File: src/rtl/sram_sync_param.sv
// Single-port synchronous SRAM with registered read data, read-priority
// collision handling and an optional post-reset zeroing sweep.
module sram_sync_param #(
  parameter int DATA_W   = 8,
  parameter int ADDR_W   = 6,
  parameter int INIT_CLR = 1
) (
  input  logic              clk,
  input  logic              rst,
  input  logic [ADDR_W-1:0] adr,
  input  logic              rd,
  input  logic              wr,
  input  logic [DATA_W-1:0] d,
  output logic [DATA_W-1:0] q,
  output logic              qv,
  output logic              busy,
  output logic              coll
);

  localparam int DEPTH = 2 ** ADDR_W;

  typedef enum logic {
    CLEAR,
    IDLE
  } state_t;

  localparam state_t RESET_STATE = (INIT_CLR != 0) ? CLEAR : IDLE;

  state_t            state;
  state_t            next_state;
  logic [ADDR_W-1:0] ptr;
  logic [ADDR_W-1:0] next_ptr;
  logic [DATA_W-1:0] mem [DEPTH];

  // State and clear pointer; reset restarts the sweep from word 0.
  always_ff @(posedge clk) begin
    if (rst) begin
      state <= RESET_STATE;
      ptr   <= '0;
    end else begin
      state <= next_state;
      ptr   <= next_ptr;
    end
  end

  // Sweep advances one word per cycle and leaves CLEAR after the last word.
  always_comb begin
    next_state = state;
    next_ptr   = ptr;
    case (state)
      CLEAR: begin
        next_ptr = ptr + 1'b1;
        if (ptr == '1) begin
          next_state = IDLE;
        end
      end
      IDLE:    next_state = IDLE;
      default: next_state = RESET_STATE;
    endcase
  end

  // Memory array: zeroing during the sweep, otherwise writes that do not collide with a read.
  always_ff @(posedge clk) begin
    if (!rst) begin
      if (state == CLEAR) begin
        mem[ptr] <= '0;
      end else if (wr && !rd) begin
        mem[adr] <= d;
      end
    end
  end

  // Registered read port with one-cycle valid and collision pulses.
  always_ff @(posedge clk) begin
    if (rst) begin
      q    <= '0;
      qv   <= 1'b0;
      coll <= 1'b0;
    end else begin
      qv   <= 1'b0;
      coll <= 1'b0;
      if (state == IDLE && rd) begin
        q    <= mem[adr];
        qv   <= 1'b1;
        coll <= wr;
      end
    end
  end

  // busy decodes the state register only, so it has no path from inputs.
  assign busy = (state == CLEAR);

endmodule

File: config.mk
export PLATFORM = sky130hd
export DESIGN_NAME = sram_sync_param
export DESIGN_NICKNAME = d
export VERILOG_FILES = /design/src/rtl/sram_sync_param.sv
export SDC_FILE = /design/constraint.sdc
export NUM_CORES = 1
export LEC_CHECK = 0
export BUFFER_PORTS_ARGS = -buffer_cell sky130_fd_sc_hd__buf_4
export CAP_MARGIN = 20
export CORE_MARGIN = 8
export CORE_UTILIZATION = 50
export DETAILED_ROUTE_END_ITERATION = 7
export GPL_ROUTABILITY_DRIVEN = 0
export PLACE_DENSITY = 0.66
export SYNTH_ARGS = -nofsm -noshare
export SYNTH_HDL_FRONTEND = slang
export SYNTH_SLANG_ARGS = --single-unit
File: constraint.sdc
create_clock -name clk -period 3.4 [get_ports clk]
set_input_delay 0.34 -clock clk [delete_from_list [all_inputs] [get_ports clk]]
set_output_delay 0.34 -clock clk [all_outputs]
set_load 0.01 [all_outputs]
; ---- Word-level counts from Yosys, hierarchy flattened
; Memory sizes are Yosys's and may differ from the RTL's. A register that Yosys moved wholly into a read port is not among the register bits.
; Cells that the tools add are included.
[word_totals]
regBits = 9
latch_bits = 0
ram_bits = 512
romBits = 0
input_bits = 18
out_inout_bits = 11
mem_count = 1
[memory_table]
columns = memory, words, width, read_ports, rd_ports_with_merged_regs, write_ports, line
row1 = mem, 64, 8, 1, 1, 1, 33  ; logic [DATA_W-1:0] mem [DEPTH];
[op_classes]
add_sub_neg = 1
multipliers = 0
div = 0
order_cmp = 0
n_eq_ne = 1
shifts = 0
muxes = 13
n_bitwise = 2
reduce_logical = 5
[op_table]
columns = operator, count
row1 = $mux W1, 10
row2 = $mux W8, 1
row3 = $reduce_or A8 Y1, 1
row4 = $add A6 B1 Y6 const B, 1
row5 = $eq A6 B6 Y1 const B, 1
row6 = $mux W6, 1
row7 = $logic_and A1 B1 Y1, 2
row8 = $not A1 Y1, 2
row9 = $pmux W1 S2, 1
row10 = $reduce_or A2 Y1, 1
row11 = $logic_not A1 Y1, 1

; ---- Logic depth before layout (Yosys ltp)
[depth]
depth_word = 8
mapped_depth = 10
ltp_nobuf = 5

; ---- Worst setup path before layout
; OpenSTA, ideal clock, no wires.
[synth_timing]
path_kind = flip-flop to flip-flop
startpoint = reg state
endpoint = mem mem[0][0] (data pin)
t_arrival_ns = 2.222
path_slack_ns = 0.810
path_stages_with_launch = 6
n_path_buf = 3
synth_period_minus_slack_ns = 2.590
path_cell_list = dfxtp_1 -> clkbuf_1 -> nor4bb_1 -> clkbuf_1 -> clkbuf_1 -> and2_1
[synth_via]
elab_chain_cells = 5
[synth_lines]
columns = item, line
row1 = start: declaration, 29  ; state_t state;
row2 = start signal: assignment, 41  ; state <= next_state;
row3 = $mux W1, 65  ; if (state == CLEAR) begin
row4 = $mux W1, 64  ; if (!rst) begin
row5 = $mux W1 (not written as such), 68  ; mem[adr] <= d;
row6 = $reduce_or A8 Y1 (no line), n/a
row7 = $mux W8 (no line), n/a
row8 = end: declaration, 33
; Every way passes these cells.

; ---- Final worst setup path
[layout_timing]
startpoint = in rst
endpoint = mem mem[60][7], enable pin
[layout_via]
elab_chain_cells = 4
elab_cells_between_ends = 7
[layout_lines]
columns = item, line
row1 = start: declaration, 9  ; input logic rst,
row2 = $mux W1, 64
row3 = $mux W1 (not written as such), 68
row4 = $reduce_or A8 Y1 (no line), n/a
row5 = $mux W6 (no line) / $mux W1 (equally long branches), n/a
; Parallel ways exist; a longest one is shown, timed or not.

==> impl_metrics.prom <==
# TYPE chip_impl_metric gauge
chip_impl_info{name="run_status",value="finished clean"} 1
chip_impl_metric{name="timing_hold_violations_final",unit=""} 0
chip_impl_info{name="leading_cell_types_by_total_area_after_synthesis",value="sky130_fd_sc_hd__edfxtp_1 74%, sky130_fd_sc_hd__mux4_2 8.6%, sky130_fd_sc_hd__mux2i_1 3.6%, sky130_fd_sc_hd__mux4_1 2.2%, sky130_fd_sc_hd__a22oi_1 1.8%"} 1
chip_impl_metric{name="fin_setup_tns",unit="ns"} 0
chip_impl_metric{name="synth_edf_count",unit=""} 512
chip_impl_metric{name="finalSetupViolations",unit=""} 0
chip_impl_info{name="path_cells",value="dlygate4sd3_1 -> buf_4 -> nor4bb_4 -> buf_4 -> a41oi_1 -> nor2_1"} 1
chip_impl_metric{name="multi_input_gate_area",unit="µm²"} 4670
chip_impl_metric{name="grt.overflow.total",unit=""} 0
chip_impl_metric{name="internal_power",unit="mW"} 10.5
chip_impl_metric{name="placed_cells_incl_taps",unit=""} 1638
chip_impl_info{name="r2r_start",value="state"} 1
chip_impl_info{name="startpoint_type",value="primary input"} 1
chip_impl_metric{name="grt.met1_usage",unit="%"} 27.0
chip_impl_metric{name="switching_power",unit="mW"} 2.60
chip_impl_info{name="endpoint_kind",value="flop"} 1
chip_impl_metric{name="synth.distinct_cells",unit=""} 47
chip_impl_metric{name="max-vdd-ir-drop",unit="µV"} 325
chip_impl_metric{name="fmaxAchievable",unit="MHz"} 349
chip_impl_info{name="cts_tree",value="done"} 1
chip_impl_metric{name="estimated_wirelength_of_the_detail_placed_design",unit="µm"} 28600
chip_impl_info{name="hp-class",value="primary input to flop"} 1
chip_impl_info{name="yosysTopAreaCell",value="sky130_fd_sc_hd__edfxtp_1"} 1
chip_impl_metric{name="critPathRequiredTime",unit="ns"} 3.61
chip_impl_metric{name="seq_area",unit="µm²"} 15700
chip_impl_metric{name="fillerInstances",unit=""} 3049
chip_impl_metric{name="top_level_ports",unit=""} 29
chip_impl_metric{name="worstPathArrival",unit="ns"} 3.08
chip_impl_metric{name="yosysSeqAreaShare",unit="%"} 75.8
chip_impl_metric{name="cts_num_sinks",unit=""} 529
chip_impl_metric{name="crit_fanout",unit=""} 23
chip_impl_metric{name="detail_route.wirelength",unit="µm"} 45200
chip_impl_metric{name="deepest_level_of_the_cts_h_tree",unit=""} 2
chip_impl_metric{name="cp_slowest_stage_delay",unit="ns"} 0.81
chip_impl_metric{name="ys_seq_elements",unit=""} 529
chip_impl_metric{name="max_slew.worst_pin.slew",unit="ns"} 1.08
chip_impl_metric{name="core_region_area",unit="µm²"} 40900
chip_impl_metric{name="utilization",unit="%"} 58.0
chip_impl_metric{name="number_of_max_capacitance_violations_reported",unit=""} 0
chip_impl_metric{name="cell_area_after_synthesis",unit="µm²"} 20700
chip_impl_metric{name="post_cts.repair.setup_buffers",unit=""} 0
chip_impl_metric{name="maxSlewHeadroom",unit="%"} 28.2
chip_impl_info{name="clock_tree.root_cell",value="sky130_fd_sc_hd__clkbuf_16"} 1
chip_impl_metric{name="portBuffers",unit=""} 28
chip_impl_info{name="grt_setup_unrepaired",value="no"} 1
chip_impl_info{name="global_route.peak_usage_layer",value="met2"} 1
chip_impl_metric{name="fp.dieArea",unit="µm²"} 48300
chip_impl_metric{name="switching_part_of_the_total",unit="%"} 19.9
chip_impl_info{name="cpMostUsedCell",value="sky130_fd_sc_hd__buf_4"} 1
chip_impl_metric{name="clock_latency_on_the_worst_skew_pair",unit="ns"} 0.59
chip_impl_metric{name="final.period_utilization",unit="%"} 84.3
chip_impl_info{name="holdCritStartpoint",value="d[1]"} 1
chip_impl_metric{name="grt_util_met2",unit="%"} 30.3
chip_impl_metric{name="grt_start_max_net_pins",unit=""} 65
chip_impl_metric{name="grt_pass1_vias",unit=""} 10633
chip_impl_metric{name="power_frac_seq",unit="%"} 54.1
chip_impl_metric{name="antenna_left",unit=""} 0
chip_impl_metric{name="cts.clk_slew.worst_paths",unit="ns"} 0.06
chip_impl_metric{name="cts_hold_buffers",unit=""} 2
chip_impl_info{name="path_class",value="primary input to flop"} 1
chip_impl_metric{name="fp-row-count",unit=""} 74
chip_impl_metric{name="p_per_cell_area",unit="nW/µm²"} 551
chip_impl_metric{name="numCtsBuffers",unit=""} 51
chip_impl_info{name="yosysMostFrequentCell",value="sky130_fd_sc_hd__edfxtp_1"} 1
chip_impl_metric{name="syn_area_per_cell",unit="µm²"} 19.8
chip_impl_metric{name="maxSlewViolCount",unit=""} 0
chip_impl_metric{name="track_usage",unit="%"} 18.9
chip_impl_metric{name="power_leakage",unit="nW"} 8.81
chip_impl_metric{name="clock-skew-final",unit="ns"} 0.0216
chip_impl_metric{name="vias_cell",unit=""} 6.03
chip_impl_metric{name="final_net_count",unit=""} 1180
chip_impl_metric{name="antenna_found_initial",unit=""} 0
chip_impl_metric{name="drcViolationCount",unit=""} 0
chip_impl_metric{name="async_flop_share",unit="%"} 0
chip_impl_metric{name="clkPwrFrac",unit="%"} 43.0
chip_impl_info{name="synth.top_cells.by_count",value="512 x sky130_fd_sc_hd__edfxtp_1, 80 x sky130_fd_sc_hd__nor2_1, 79 x sky130_fd_sc_hd__mux4_2, 74 x sky130_fd_sc_hd__mux2i_1, 49 x sky130_fd_sc_hd__a22oi_1"} 1
chip_impl_metric{name="final-instance-count-excl-fill",unit=""} 1736
chip_impl_info{name="postSynth.topFlopCell",value="sky130_fd_sc_hd__edfxtp_1"} 1
chip_impl_metric{name="fp.dieH",unit="µm"} 220
chip_impl_metric{name="wire_per_inst",unit="µm"} 26.0
chip_impl_metric{name="flow.area_growth_from_synthesis",unit="%"} 14.4
chip_impl_metric{name="postSynthNetCount",unit=""} 1067
chip_impl_metric{name="share_of_cells_above_drive_strength_1",unit="%"} 23.3
chip_impl_metric{name="synth_warnings",unit=""} 0
chip_impl_info{name="critical_path.startpoint",value="rst"} 1
chip_impl_metric{name="syn_inst",unit=""} 1048
chip_impl_metric{name="global_route.usage.met3",unit="%"} 2.48
chip_impl_metric{name="comb_power_share",unit="%"} 2.9
chip_impl_metric{name="dr.pass1.iters",unit=""} 5
chip_impl_metric{name="chipWidth",unit="µm"} 220
chip_impl_metric{name="grt_first_pass_wirelength",unit="µm"} 67900
chip_impl_metric{name="max-clock-path-buffers",unit=""} 3
chip_impl_metric{name="floorplan.initialDensity",unit="%"} 50.7
chip_impl_metric{name="cts_resized",unit=""} 0
chip_impl_metric{name="drt_iter0_markers",unit=""} 1028
chip_impl_metric{name="totalPowerFinal",unit="mW"} 13.1
chip_impl_metric{name="dr_total_vias",unit=""} 10466
chip_impl_metric{name="synth_largest_type_area_fraction",unit="%"} 74.1
chip_impl_info{name="cpMaxStageDelayCell",value="sky130_fd_sc_hd__nor2_1"} 1
chip_impl_metric{name="min_period",unit="ns"} 2.87
[power by group through the flow]
stage | clock network [mW] | registers, mW | logic, mW
finish | 5.62 | 7.07 | 0.378
global route | 5.94 | 7.07 | 0.402
CTS | 5.70 | 7.07 | 0.378
detailed placement | 0 | 7.21 | 0.375
global placement | 0 | 7.21 | 0.374
floorplan | 0 | 7.20 | 0.270
[path summary, 6_finish.rpt]
check                to  slack, ns  depth (start not counted)
max          mem[60][7]       0.53                          6
min           mem[9][1]       0.44                          3
max reg2reg  mem[60][7]       0.54                          4
min reg2reg        q[1]       0.61                          3
[logic make-up after synthesis]
family	share of synthesized area [%]
xor+xnor	0.169
mux	14.3
compound gates	3.82
simple gates	4.04
buf+inv	1.83
flops	75.8
fa+ha+maj	0.0603
[critical path, delay by kind of cell]
family / cells / cell delay [ns]
compound gates: 1 / 0.39
buf+inv: 3 / 1.11
simple gates: 2 / 1.23
[through the flow]
stage	setup slack, ns	area [µm²]	hold WS (ns)
3_5_place_dp	0.222	22000	0.593
6_report	0.533	23700	0.436
5_1_grt	0.412	23700	0.445
3_3_place_gp	0.229	22000	0.547
2_1_floorplan	0.810	20700	0.462
4_1_cts	0.544	23700	0.422
[cell usage in the layout (no fill, tap or decap), types with 6 or more instances in the layout]
cell                        count
sky130_fd_sc_hd__and2_2         8
sky130_fd_sc_hd__nand2_1       25
sky130_fd_sc_hd__or4_1          8
sky130_fd_sc_hd__o21ai_0       12
sky130_fd_sc_hd__a31oi_1       14
sky130_fd_sc_hd__mux4_2        79
sky130_fd_sc_hd__a22o_1        14
sky130_fd_sc_hd__clkinv_2      13
sky130_fd_sc_hd__mux2i_1       74
sky130_fd_sc_hd__edfxtp_1     512
sky130_fd_sc_hd__a22oi_1       49
sky130_fd_sc_hd__nor2b_1        6
sky130_fd_sc_hd__a221oi_1       8
sky130_fd_sc_hd__buf_12         9
sky130_fd_sc_hd__a21oi_1       10
sky130_fd_sc_hd__clkbuf_1       9
sky130_fd_sc_hd__clkbuf_16     52
sky130_fd_sc_hd__clkinv_1       8
sky130_fd_sc_hd__nand3_1       20
sky130_fd_sc_hd__dfxtp_1       17
sky130_fd_sc_hd__mux4_1        17
sky130_fd_sc_hd__nor2_1        80
sky130_fd_sc_hd__buf_4        102
[final cells by class]
class                           count  share of cell area (%)
Antenna cell                        1                  0.0105
Clock buffer                       64                    5.80
Clock inverter                     31                    1.24
Inverter                            5                  0.0791
Multi-Input combinational cell    460                    19.7
Sequential cell                   529                    66.2
Tap cell                          532                    2.81
Timing Repair Buffer              114                    4.14
[sequential cells by signal, indices dropped and copies added, names as in the netlist]
signal  cells
coll        1
mem       512
ptr         6
q           8
qv          1
state       1
[layer usage]
layer / share of wire, % / routed length, µm
met1: 43 / 19600
met2: 48 / 21800
met3: 5.6 / 2530
met4: 2.8 / 1270
met5: 0 / 0
(Power assumes the default switching activity.)
